File: config.mk
export PLATFORM = sky130hd
export DESIGN_NAME = weight_loader
export DESIGN_NICKNAME = d
export VERILOG_FILES = /design/src/rtl/weight_loader.sv
export SDC_FILE = /design/constraint.sdc
export NUM_CORES = 1
export LEC_CHECK = 0
export BUFFER_PORTS_ARGS = -buffer_cell sky130_fd_sc_hd__buf_2
export CORE_ASPECT_RATIO = 0.5
export CORE_UTILIZATION = 32
export DETAILED_ROUTE_END_ITERATION = 16
export PLACE_DENSITY = 0.5
export SYNTH_ARGS = -nofsm -noshare
export SYNTH_HDL_FRONTEND = slang
export SYNTH_SLANG_ARGS = --single-unit
File: constraint.sdc
create_clock -name clk -period 5 [get_ports clk]
set_clock_uncertainty 0.15 [all_clocks]
set_input_delay 1.25 -clock clk [delete_from_list [all_inputs] [get_ports clk]]
set_output_delay 1.25 -clock clk [all_outputs]
set_load 0.1 [all_outputs]
File: src/rtl/weight_loader.sv
// weight_loader: writer side of the layer weight memory.
// Takes a valid/ready stream of weight words and writes them in order to the
// weight RAM write port, one word per cycle. Raises done once DEPTH words have
// been written and keeps a running modulo-2^DATA_W checksum of the load.
//
//   state  | meaning
//   -------+---------------------------------------------------------------
//   IDLE   | after reset; waits for start, in_ready low
//   LOAD   | accepting words; in_ready high; one RAM write per accepted word
//   DONE   | full set written; done high, checksum held; start reloads
module weight_loader #(
    parameter int DATA_W = 16,
    parameter int DEPTH  = 16,
    parameter int ADDR_W = 4
) (
    input  logic              clk,
    input  logic              reset,
    input  logic              start,
    input  logic [DATA_W-1:0] in_data,
    input  logic              in_valid,
    output logic              in_ready,
    output logic [ADDR_W-1:0] mem_address,
    output logic [DATA_W-1:0] mem_data,
    output logic              mem_wren,
    output logic              busy,
    output logic              done,
    output logic [DATA_W-1:0] checksum
);

    typedef enum logic [1:0] {
        S_IDLE = 2'd0,
        S_LOAD = 2'd1,
        S_DONE = 2'd2
    } state_t;

    localparam logic [ADDR_W-1:0] LAST_IDX = ADDR_W'(DEPTH - 1);

    state_t            state_q, state_d;
    logic [ADDR_W-1:0] count_q, count_d;
    logic [ADDR_W-1:0] mem_address_q, mem_address_d;
    logic [DATA_W-1:0] mem_data_q, mem_data_d;
    logic              mem_wren_q, mem_wren_d;
    logic              busy_q, busy_d;
    logic              done_q, done_d;
    logic [DATA_W-1:0] checksum_q, checksum_d;
    logic              accept;
    logic              last_word;

    // State register and all datapath flops; reset wins over everything,
    // which also drops a write pending from a handshake on the reset edge.
    always_ff @(posedge clk) begin
        if (reset) begin
            state_q       <= S_IDLE;
            count_q       <= '0;
            mem_address_q <= '0;
            mem_data_q    <= '0;
            mem_wren_q    <= 1'b0;
            busy_q        <= 1'b0;
            done_q        <= 1'b0;
            checksum_q    <= '0;
        end else begin
            state_q       <= state_d;
            count_q       <= count_d;
            mem_address_q <= mem_address_d;
            mem_data_q    <= mem_data_d;
            mem_wren_q    <= mem_wren_d;
            busy_q        <= busy_d;
            done_q        <= done_d;
            checksum_q    <= checksum_d;
        end
    end

    // Next-state logic; start is only honoured outside LOAD.
    always_comb begin
        state_d = state_q;
        unique case (state_q)
            S_IDLE:  if (start) state_d = S_LOAD;
            S_LOAD:  if (accept && last_word) state_d = S_DONE;
            S_DONE:  if (start) state_d = S_LOAD;
            default: state_d = S_IDLE;
        endcase
    end

    // FSM outputs; in_ready decodes the state register only, never in_valid.
    always_comb begin
        in_ready  = (state_q == S_LOAD);
        accept    = in_ready && in_valid;
        last_word = (count_q == LAST_IDX);
    end

    // Datapath: register the write one cycle after the handshake, advance the
    // count and accumulate the checksum (carry out discarded).
    always_comb begin
        count_d       = count_q;
        mem_address_d = mem_address_q;
        mem_data_d    = mem_data_q;
        mem_wren_d    = 1'b0;
        busy_d        = busy_q;
        done_d        = done_q;
        checksum_d    = checksum_q;
        unique case (state_q)
            S_IDLE, S_DONE: begin
                if (start) begin
                    count_d    = '0;
                    checksum_d = '0;
                    busy_d     = 1'b1;
                    done_d     = 1'b0;
                end
            end
            S_LOAD: begin
                if (accept) begin
                    mem_address_d = count_q;
                    mem_data_d    = in_data;
                    mem_wren_d    = 1'b1;
                    count_d       = count_q + 1'b1;
                    checksum_d    = checksum_q + in_data;
                    if (last_word) begin
                        busy_d = 1'b0;
                        done_d = 1'b1;
                    end
                end
            end
            default: begin
                busy_d = 1'b0;
                done_d = 1'b0;
            end
        endcase
    end

    // Registered outputs straight off the flops.
    always_comb begin
        mem_address = mem_address_q;
        mem_data    = mem_data_q;
        mem_wren    = mem_wren_q;
        busy        = busy_q;
        done        = done_q;
        checksum    = checksum_q;
    end

endmodule

==> results of run 1 <==
==> path summary, 6_finish.rpt <==
path              cells after the start                     start                         to  slack, ns
setup / recovery                     11                in_data[0]  checksum[14]$_SDFFE_PP0P_       1.78
hold / removal                        2  mem_data[8]$_SDFFE_PP0P_   mem_data[8]$_SDFFE_PP0P_       0.30
setup reg to reg                     10  checksum[0]$_SDFFE_PP0P_  checksum[14]$_SDFFE_PP0P_       2.45
hold reg to reg                       2  mem_data[8]$_SDFFE_PP0P_   mem_data[8]$_SDFFE_PP0P_       0.30
==> cell usage in the layout (no fill, tap or decap), types with 5 or more instances in the layout <==
cell type  synthesis  layout
inv_1              6       6
nor2_1            14      14
a22o_1             7       7
a21oi_1           42      42
o21ai_0            7       7
buf_2              6      59
ha_1              16      16
xnor2_1           10      10
o21a_1             5       5
nand3_1            6       6
dfxtp_1           45      45
clkbuf_16          0       5
nand2_1           58      58
==> stage by stage <==
step           setup WS [ns]  utilization
3_3_place_gp           1.551       0.3887
6_report               1.777       0.4121
2_1_floorplan          1.839            -
4_1_cts                1.788       0.4121
3_5_place_dp           1.499       0.3887
5_1_grt                1.665       0.4121
==> routing by layer <==
metal / global-route usage / up-vias / wire length [µm]
met5: 0 / - / 0
met4: 0.07231 / 0 / 77
met3: 0.05000 / 6 / 296
met2: 0.2449 / 44 / 2384
met1: 0.2141 / 927 / 2867
li1: - / 1069 / -
==> state kept, by name, summed over array words and instances (netlist names) <==
name / cells
checksum: 16
mem_data: 16
count_q: 4
mem_address: 4
state_q: 2
busy: 1
done: 1
mem_wren: 1
==> logic make-up (layout without fill, tap and decap cells) <==
kind of cell             after synthesis  in the layout  share of synthesized area
AND/OR/NAND/NOR                       95             95                     0.1857
AO/OA/AOI/OAI                         83             83                     0.2266
flip-flops                            45             45                     0.3980
buffers and inverters                 19             75                    0.03814
adder cells (fa/ha/maj)               17             17                    0.09729
XOR/XNOR                              14             14                    0.05417
==> report_power, final <==
part	switching, mW	internal, mW
registers	0.00818	0.371
clock network	0.143	0.212
logic	0.158	0.0510
==> worst min-delay path: stages, from the launching register on <==
cell     delay (ns)
dfxtp_1        0.31
nand2_1        0.05
a21oi_1        0.05
==> final cells by class <==
| cell class | instances | area share |
|---|---|---|
| multi-input combinational | 209 | 0.4586 |
| sequential | 45 | 0.3237 |
| timing repair buffer | 61 | 0.1115 |
| clock buffer | 7 | 0.05486 |
| inverter | 6 | 0.008094 |
| tap | 92 | 0.04137 |
| clock inverter | 1 | 0.001799 |
==> results.cfg, run 1 <==
[cells_and_area]
fill_cells = 706
regArea_um2 = 900.9
multi_input_area_mm2 = 0.001276
area_growth_pct = 22.94
finish.net_count = 365
layout-drive-gt1-share = 0.2310
stdcell_count = 421
antenna_cells = 0
fin_area_mm2 = 0.002783

[logic_synthesis]
synth.most_common_cell = nand2_1
synth_area_leaders = dfxtp_1 40%, nand2_1 9.6%, a21oi_1 9.3%, ha_1 8.8%, xnor2_1 3.9%
synth-edff-count = 0
synthesis.area_mm2 = 0.002263
async_flop_share = 0
netlist_instances = 273
ys_seq_area_frac = 0.3980
avgSynthCellArea_um2 = 8.291
yosysTopAreaCell = dfxtp_1
ys_warn_count = 0
synth-seq-cells = 45
synth.distinct_cells = 42
syn_nets = 310
synthTopCellsByCount = 58 x nand2_1, 45 x dfxtp_1, 42 x a21oi_1
synth_flop_cell = dfxtp_1
synth_top_cell_area_share = 0.3980

[sta]
max_slew.worst_pin.slew_ns = 0.7318
slew_headroom = 0.5121
finalCritPeriodShare = 0.6445
final_hold_viol_count = 0
max_freq_ghz = 0.3103
fin_hold_ws_ns = 0.3023
setup_viol = 0
fin_crit_ns = 3.223
finalMaxSlewViolations = 0
tns_ns = 0
rsz0062_at_grt = no

[drt]
routedWlPerCell_um = 13.36
drc = 0
drt-total-wl_mm = 5.626
postRouteAntennaNets = 0
viasPerCell = 4.860
drt_iter0_markers = 100
first_pass_iters = 4
vias = 2046

[setup_path]
critPathBufInv = 2
path_delay_family = compound AO/OA/AOI/OAI gates
startpoint_type = input port
required_ns = 5.04
crit_path_max_incr_delay_ns = 0.44
critPathCaptureType = flop
cpMostUsedCell = a31oi_1
cpMaxStageDelayCell = fa_1
arrival_ns = 3.26
worstPathMaxFanout = 3
cp_cell_sequence = buf_2 > ha_1 > inv_1 > fa_1 > nor2b_4 > o211ai_2 > a31oi_1 > a31oi_1 > o21ai_1 > xor2_1 > a22o_1
critical_path_class = input port to flop

[clock_tree]
clk_latency_ns = 0.29
post_cts_buffers = 0
h-tree-depth = 2
ctsHoldBuffers = 0
clkTransAtPathRegs_ns = 0.06
root_buffer = clkbuf_16
clk_path_buf_depth = 2
cts_made_buffers = 5
cts_resized = 0
clock-sinks = 45
cts_tree = built

[die]
fp-row-count = 21
ios = 60
start_util = 0.3352
fp.dieW_um = 120.9
core_area_mm2 = 0.006753
die_area_mm2 = 0.007434
dieHeight_um = 61.47

[grt]
track_usage = 0.1615
grt_max_degree = 39
overflow = 0
grt_pass1_wl_mm = 9.073
antenna_found_initial = 0
grt_pass1_vias = 1847

[placed_design]
port-buffer-count = 59
dp_cells = 413
gp_congestion = 0.7900
hpwl_mm = 4.114
dpl-instance-area_mm2 = 0.002625

[status]
status = completed

[power_and_ir_drop]
leakage_nw = 1.223
power.total_mw = 0.9433
peakVddDrop_uv = 149.4
powerDensity_mw_per_mm2 = 339.0

[job]
cap_viol_max_count = 0

[hold_path]
hold_class = flop to flop
(Power assumes the default switching activity.)
==> inputs of run 2 (changes only) <==
--- a/config.mk
+++ b/config.mk
@@ -9,7 +9,7 @@
 export CORE_ASPECT_RATIO = 0.5
 export CORE_UTILIZATION = 32
 export DETAILED_ROUTE_END_ITERATION = 16
-export PLACE_DENSITY = 0.5
+export PLACE_DENSITY = 0.52
 export SYNTH_ARGS = -nofsm -noshare
 export SYNTH_HDL_FRONTEND = slang
 export SYNTH_SLANG_ARGS = --single-unit
==> constraint.sdc (replaced) <==
create_clock -name clk -period 2.65 [get_ports clk]
set_clock_uncertainty 0.15 [all_clocks]
set_input_delay 0.6625 -clock clk [delete_from_list [all_inputs] [get_ports clk]]
set_output_delay 0.6625 -clock clk [all_outputs]
set_load 0.1 [all_outputs]
==> results.cfg, run 2 (synthesized netlist as in run 1, its figures left out) <==
[clock_tree]
post_cts_buffers = 0
cts_made_buffers = 5
clk_path_buf_depth = 2
cts_tree = built
h-tree-depth = 2
clkTransAtPathRegs_ns = 0.06
clk_latency_ns = 0.29
clock-sinks = 45
root_buffer = clkbuf_16

[sta]
finalMaxSlewViolations = 0
final_hold_viol_count = 0
max_freq_ghz = 0.4021
finalCritPeriodShare = 0.9384
rsz0062_at_grt = no
max_slew.worst_pin.slew_ns = 0.7094
slew_headroom = 0.5245
fin_crit_ns = 2.487
setup_viol = 0
fin_hold_ws_ns = 0.3036

[drt]
drt_iter0_markers = 92
routedWlPerCell_um = 12.69
drc = 0
first_pass_iters = 4
viasPerCell = 4.814
vias = 2094
postRouteAntennaNets = 0
drt-total-wl_mm = 5.521

[grt]
antenna_found_initial = 0
grt_pass1_wl_mm = 8.687
overflow = 0
grt_max_degree = 38
track_usage = 0.1526
grt_pass1_vias = 1845

[die]
die_area_mm2 = 0.007434
core_area_mm2 = 0.006753
fp.dieW_um = 120.9
start_util = 0.3352
fp-row-count = 21
dieHeight_um = 61.47
ios = 60

[setup_path]
crit_path_max_incr_delay_ns = 0.43
critical_path_class = input port to flop
startpoint_type = input port
cp_cell_sequence = buf_2 > ha_1 > inv_1 > fa_1 > nor2b_4 > o211ai_2 > a31oi_2 > a31oi_1 > o21ai_1 > xor2_1 > a22o_1
cpMaxStageDelayCell = fa_1
arrival_ns = 2.52
critPathCaptureType = flop
worstPathMaxFanout = 3
required_ns = 2.68
worstRegToRegCells = 10
r2r_end = checksum[14]$_SDFFE_PP0P_
r2r-start = checksum[0]$_SDFFE_PP0P_
r2r_slack_ns = 0.28

[status]
status = completed

[power_and_ir_drop]
peakVddDrop_uv = 233.9
leakage_nw = 1.295
powerDensity_mw_per_mm2 = 629.7

[cells_and_area]
final_cell_mix = 59 x buf_2, 58 x nand2_1, 42 x a21oi_1, 37 x dfxtp_1
finish.net_count = 379
fill_cells = 724
stdcell_count = 435
layout-drive-gt1-share = 0.2857
final_common_cell = buf_2
antenna_cells = 0
area_growth_pct = 28.69

[hold_path]
hold_class = flop to flop
whs_path_depth = 2
min_from = mem_data[6]$_SDFFE_PP0P_
holdPathEnd = mem_data[6]$_SDFFE_PP0P_

[placed_design]
hpwl_mm = 4.190
gp_congestion = 0.8041
port-buffer-count = 59
dp_cells = 427

[job]
cap_viol_max_count = 0
==> run 2: cell count changes in the layout (fill, tap and decap cells not counted), sizes merged <==
cell	change
clkbuf	-1
bufinv	+1
buf	+14
==> run 2: final cells by class <==
cell class / count / area (µm²) / area share
Sequential cell: 45 / 913.4 / 0.3136
Multi-Input combinational cell: 209 / 1282 / 0.4403
Clock inverter: 2 / 35.03 / 0.01203
Clock buffer: 6 / 128.9 / 0.04424
Inverter: 6 / 22.52 / 0.007732
Timing Repair Buffer: 75 / 415.4 / 0.1426
Tap cell: 92 / 115.1 / 0.03952
==> run 2: worst max-delay path by stage <==
| stage | start | endpoint | slack, ns | cells past startpoint |
|---|---|---|---|---|
| finish | in_data[0] | checksum[14]$_SDFFE_PP0P_ | 0.16 | 11 |
| global route | in_data[0] | checksum[14]$_SDFFE_PP0P_ | 0.03 | 11 |
| CTS | in_data[0] | checksum[14]$_SDFFE_PP0P_ | 0.11 | 11 |
| detailed placement | in_data[0] | checksum[14]$_SDFFE_PP0P_ | -0.19 | 11 |
| global placement | in_data[0] | checksum[14]$_SDFFE_PP0P_ | -0.18 | 11 |
| floorplan | checksum[10]$_SDFFE_PP0P_ | checksum[15]$_SDFFE_PP0P_ | 0.004 | 8 |
==> run 2: repair_timing <==
item / CTS / global route
hold buffers: 0 / 0
resized for setup: 0 / 1
endpoints found under the hold margin: 0 / 0
endpoints found under the setup margin: 0 / 1
==> run 2: per-layer routing <==
metal | up-vias | share of wire | GRT usage
met3 | 5 | 0.038 | 0.03611
li1 | 1093 | - | -
met4 | 0 | 0.0096 | 0.04762
met1 | 960 | 0.50 | 0.1958
met2 | 36 | 0.45 | 0.2604
met5 | - | 0 | 0
==> run 2: critical path, delay by kind of cell <==
| family | cells | cell delay, ns |
|---|---|---|
| compound gates | 5 | 0.87 |
| fa+ha+maj | 2 | 0.59 |
| simple gates | 1 | 0.15 |
| xor+xnor | 1 | 0.08 |
| buf+inv | 2 | 0.15 |
==> run 2: metrics by stage <==
step                instance area [µm²]    util  TNS [ns]  power (mW)  setup WS (ns)
floorplan                          2276       -         0       1.052       0.004100
global placement                   2743  0.4062   -0.5812       1.141        -0.1820
detailed placement                 2743  0.4062   -0.6173       1.146        -0.1884
CTS                                2907  0.4304         0       1.860         0.1085
global route                       2913  0.4314         0       1.916        0.03381
finish                             2913  0.4314         0       1.834         0.1633
==> run 2: power by group <==
part | internal [mW] | switching [mW] | total, mW
Combinational | 0.111 | 0.301 | 0.412
Clock | 0.444 | 0.262 | 0.706
Sequential | 0.701 | 0.0154 | 0.716
Total | 1.26 | 0.579 | 1.83
==> inputs of run 3 (changes only) <==
--- a/config.mk
+++ b/config.mk
@@ -6,10 +6,10 @@
 export NUM_CORES = 1
 export LEC_CHECK = 0
 export BUFFER_PORTS_ARGS = -buffer_cell sky130_fd_sc_hd__buf_2
-export CORE_ASPECT_RATIO = 0.5
+export CORE_ASPECT_RATIO = 1.25
 export CORE_UTILIZATION = 32
 export DETAILED_ROUTE_END_ITERATION = 16
-export PLACE_DENSITY = 0.52
+export PLACE_DENSITY = 0.62
 export SYNTH_ARGS = -nofsm -noshare
 export SYNTH_HDL_FRONTEND = slang
 export SYNTH_SLANG_ARGS = --single-unit
==> results.cfg, run 3 (synthesized netlist as in run 1, its figures left out) <==
[die]
dieHeight_um = 96.03
ios = 60
fp-row-count = 33
fp.dieW_um = 77.23
core_area_mm2 = 0.006689
start_util = 0.3384
die_area_mm2 = 0.007416

[clock_tree]
clock-sinks = 45
cts_made_buffers = 5
cts_resized = 0
cts_tree = built
clk_path_buf_depth = 2
clkTransAtPathRegs_ns = 0.08
h-tree-depth = 2
ctsHoldBuffers = 0
root_buffer = clkbuf_8
clk_latency_ns = 0.29
post_cts_buffers = 0

[sta]
setup_viol = 0
max_freq_ghz = 0.3999
finalMaxSlewViolations = 0
max_slew.worst_pin.slew_ns = 0.6123
final_hold_viol_count = 0
fin_crit_ns = 2.500
slew_headroom = 0.5895
finalCritPeriodShare = 0.9436
rsz0062_at_grt = no

[grt]
track_usage = 0.1578
overflow = 0
grt_max_degree = 22
antenna_found_initial = 0
grt_pass1_wl_mm = 9.342
grt_pass1_vias = 2056

[cells_and_area]
finish.net_count = 379
final_common_cell = buf_2
antenna_cells = 0
area_growth_pct = 26.04
final_cell_mix = 59 x buf_2, 58 x nand2_1, 42 x a21oi_1, 37 x dfxtp_1
layout-drive-gt1-share = 0.2828
final_util = 0.4265
stdcell_count = 430

[drt]
drt-total-wl_mm = 5.482
vias = 2121
postRouteAntennaNets = 0
drc = 0
first_pass_iters = 4
viasPerCell = 4.933
drt_iter0_markers = 35
routedWlPerCell_um = 12.75

[power_and_ir_drop]
power.total_mw = 1.664
powerDensity_mw_per_mm2 = 583.3
leakage_nw = 1.272
peakVddDrop_uv = 326.2

[hold_path]
hold_class = flop to flop

[placed_design]
gp_congestion = 0.8250
dp_cells = 422
hpwl_mm = 4.233
port-buffer-count = 59

[setup_path]
critical_path_class = input port to flop
required_ns = 2.68
critPathCaptureType = flop
startpoint_type = input port
arrival_ns = 2.53
worstPathMaxFanout = 3

[job]
cap_viol_max_count = 0

[status]
status = completed
-- run 3: changes by cell type in the layout (fill, tap and decap cells not counted), sizes merged --
cell	change
clkinv	-1
clkbuf	+1
-- run 3: critical path: stages --
cell	delay (ns)
buf_2	0.10
ha_1	0.18
inv_1	0.06
fa_1	0.42
nor2b_4	0.15
o211ai_2	0.09
a31oi_1	0.27
a31oi_1	0.16
o21ai_1	0.18
xor2_1	0.08
a22o_1	0.20
-- run 3: through the flow --
step / hold slack, ns / setup WS (ns) / cell area, µm² / TNS (ns)
CTS: 0.3076 / 0.1490 / 2853 / 0
finish: 0.3035 / 0.1495 / 2853 / 0
global placement: 0.2904 / -0.1200 / 2736 / -0.3127
detailed placement: 0.2952 / -0.1502 / 2736 / -0.4018
floorplan: 0.2867 / 0.004100 / 2276 / 0
global route: 0.3225 / 0.002347 / 2853 / 0
-- run 3: path summary, 6_finish.rpt --
kind	startpoint	end	slack, ns	depth (start not counted)
setup reg to reg	checksum[0]$_SDFFE_PP0P_	checksum[14]$_SDFFE_PP0P_	0.27	10
setup / recovery	in_data[0]	checksum[14]$_SDFFE_PP0P_	0.15	11
hold / removal	mem_data[4]$_SDFFE_PP0P_	mem_data[4]$_SDFFE_PP0P_	0.30	2
hold reg to reg	mem_data[4]$_SDFFE_PP0P_	mem_data[4]$_SDFFE_PP0P_	0.30	2
-- run 3: power by group --
group	total [mW]	internal (mW)	switching, mW
sequential	0.716	0.700	0.0159
combinational	0.411	0.111	0.300
clock	0.537	0.308	0.229
-- run 3: final cells by class --
class                   instances  area [µm²]
fillers                       703        3836
multi-input cells             209        1276
flip-flops and latches         45       913.4
repair buffers                 75       415.4
well taps                      87       108.9
clock buffers                   7       86.33
clock inverters                 1       30.03
inverters                       6       22.52
-- run 3: metal layers --
metal / share of wire / vias to the layer above / routed length (µm) / global-route usage
li1: - / 1091 / - / -
met4: 0.014 / 0 / 78 / 0.05503
met1: 0.47 / 970 / 2575 / 0.1930
met2: 0.47 / 52 / 2599 / 0.2751
met5: 0 / - / 0 / 0
met3: 0.042 / 8 / 229 / 0.03223
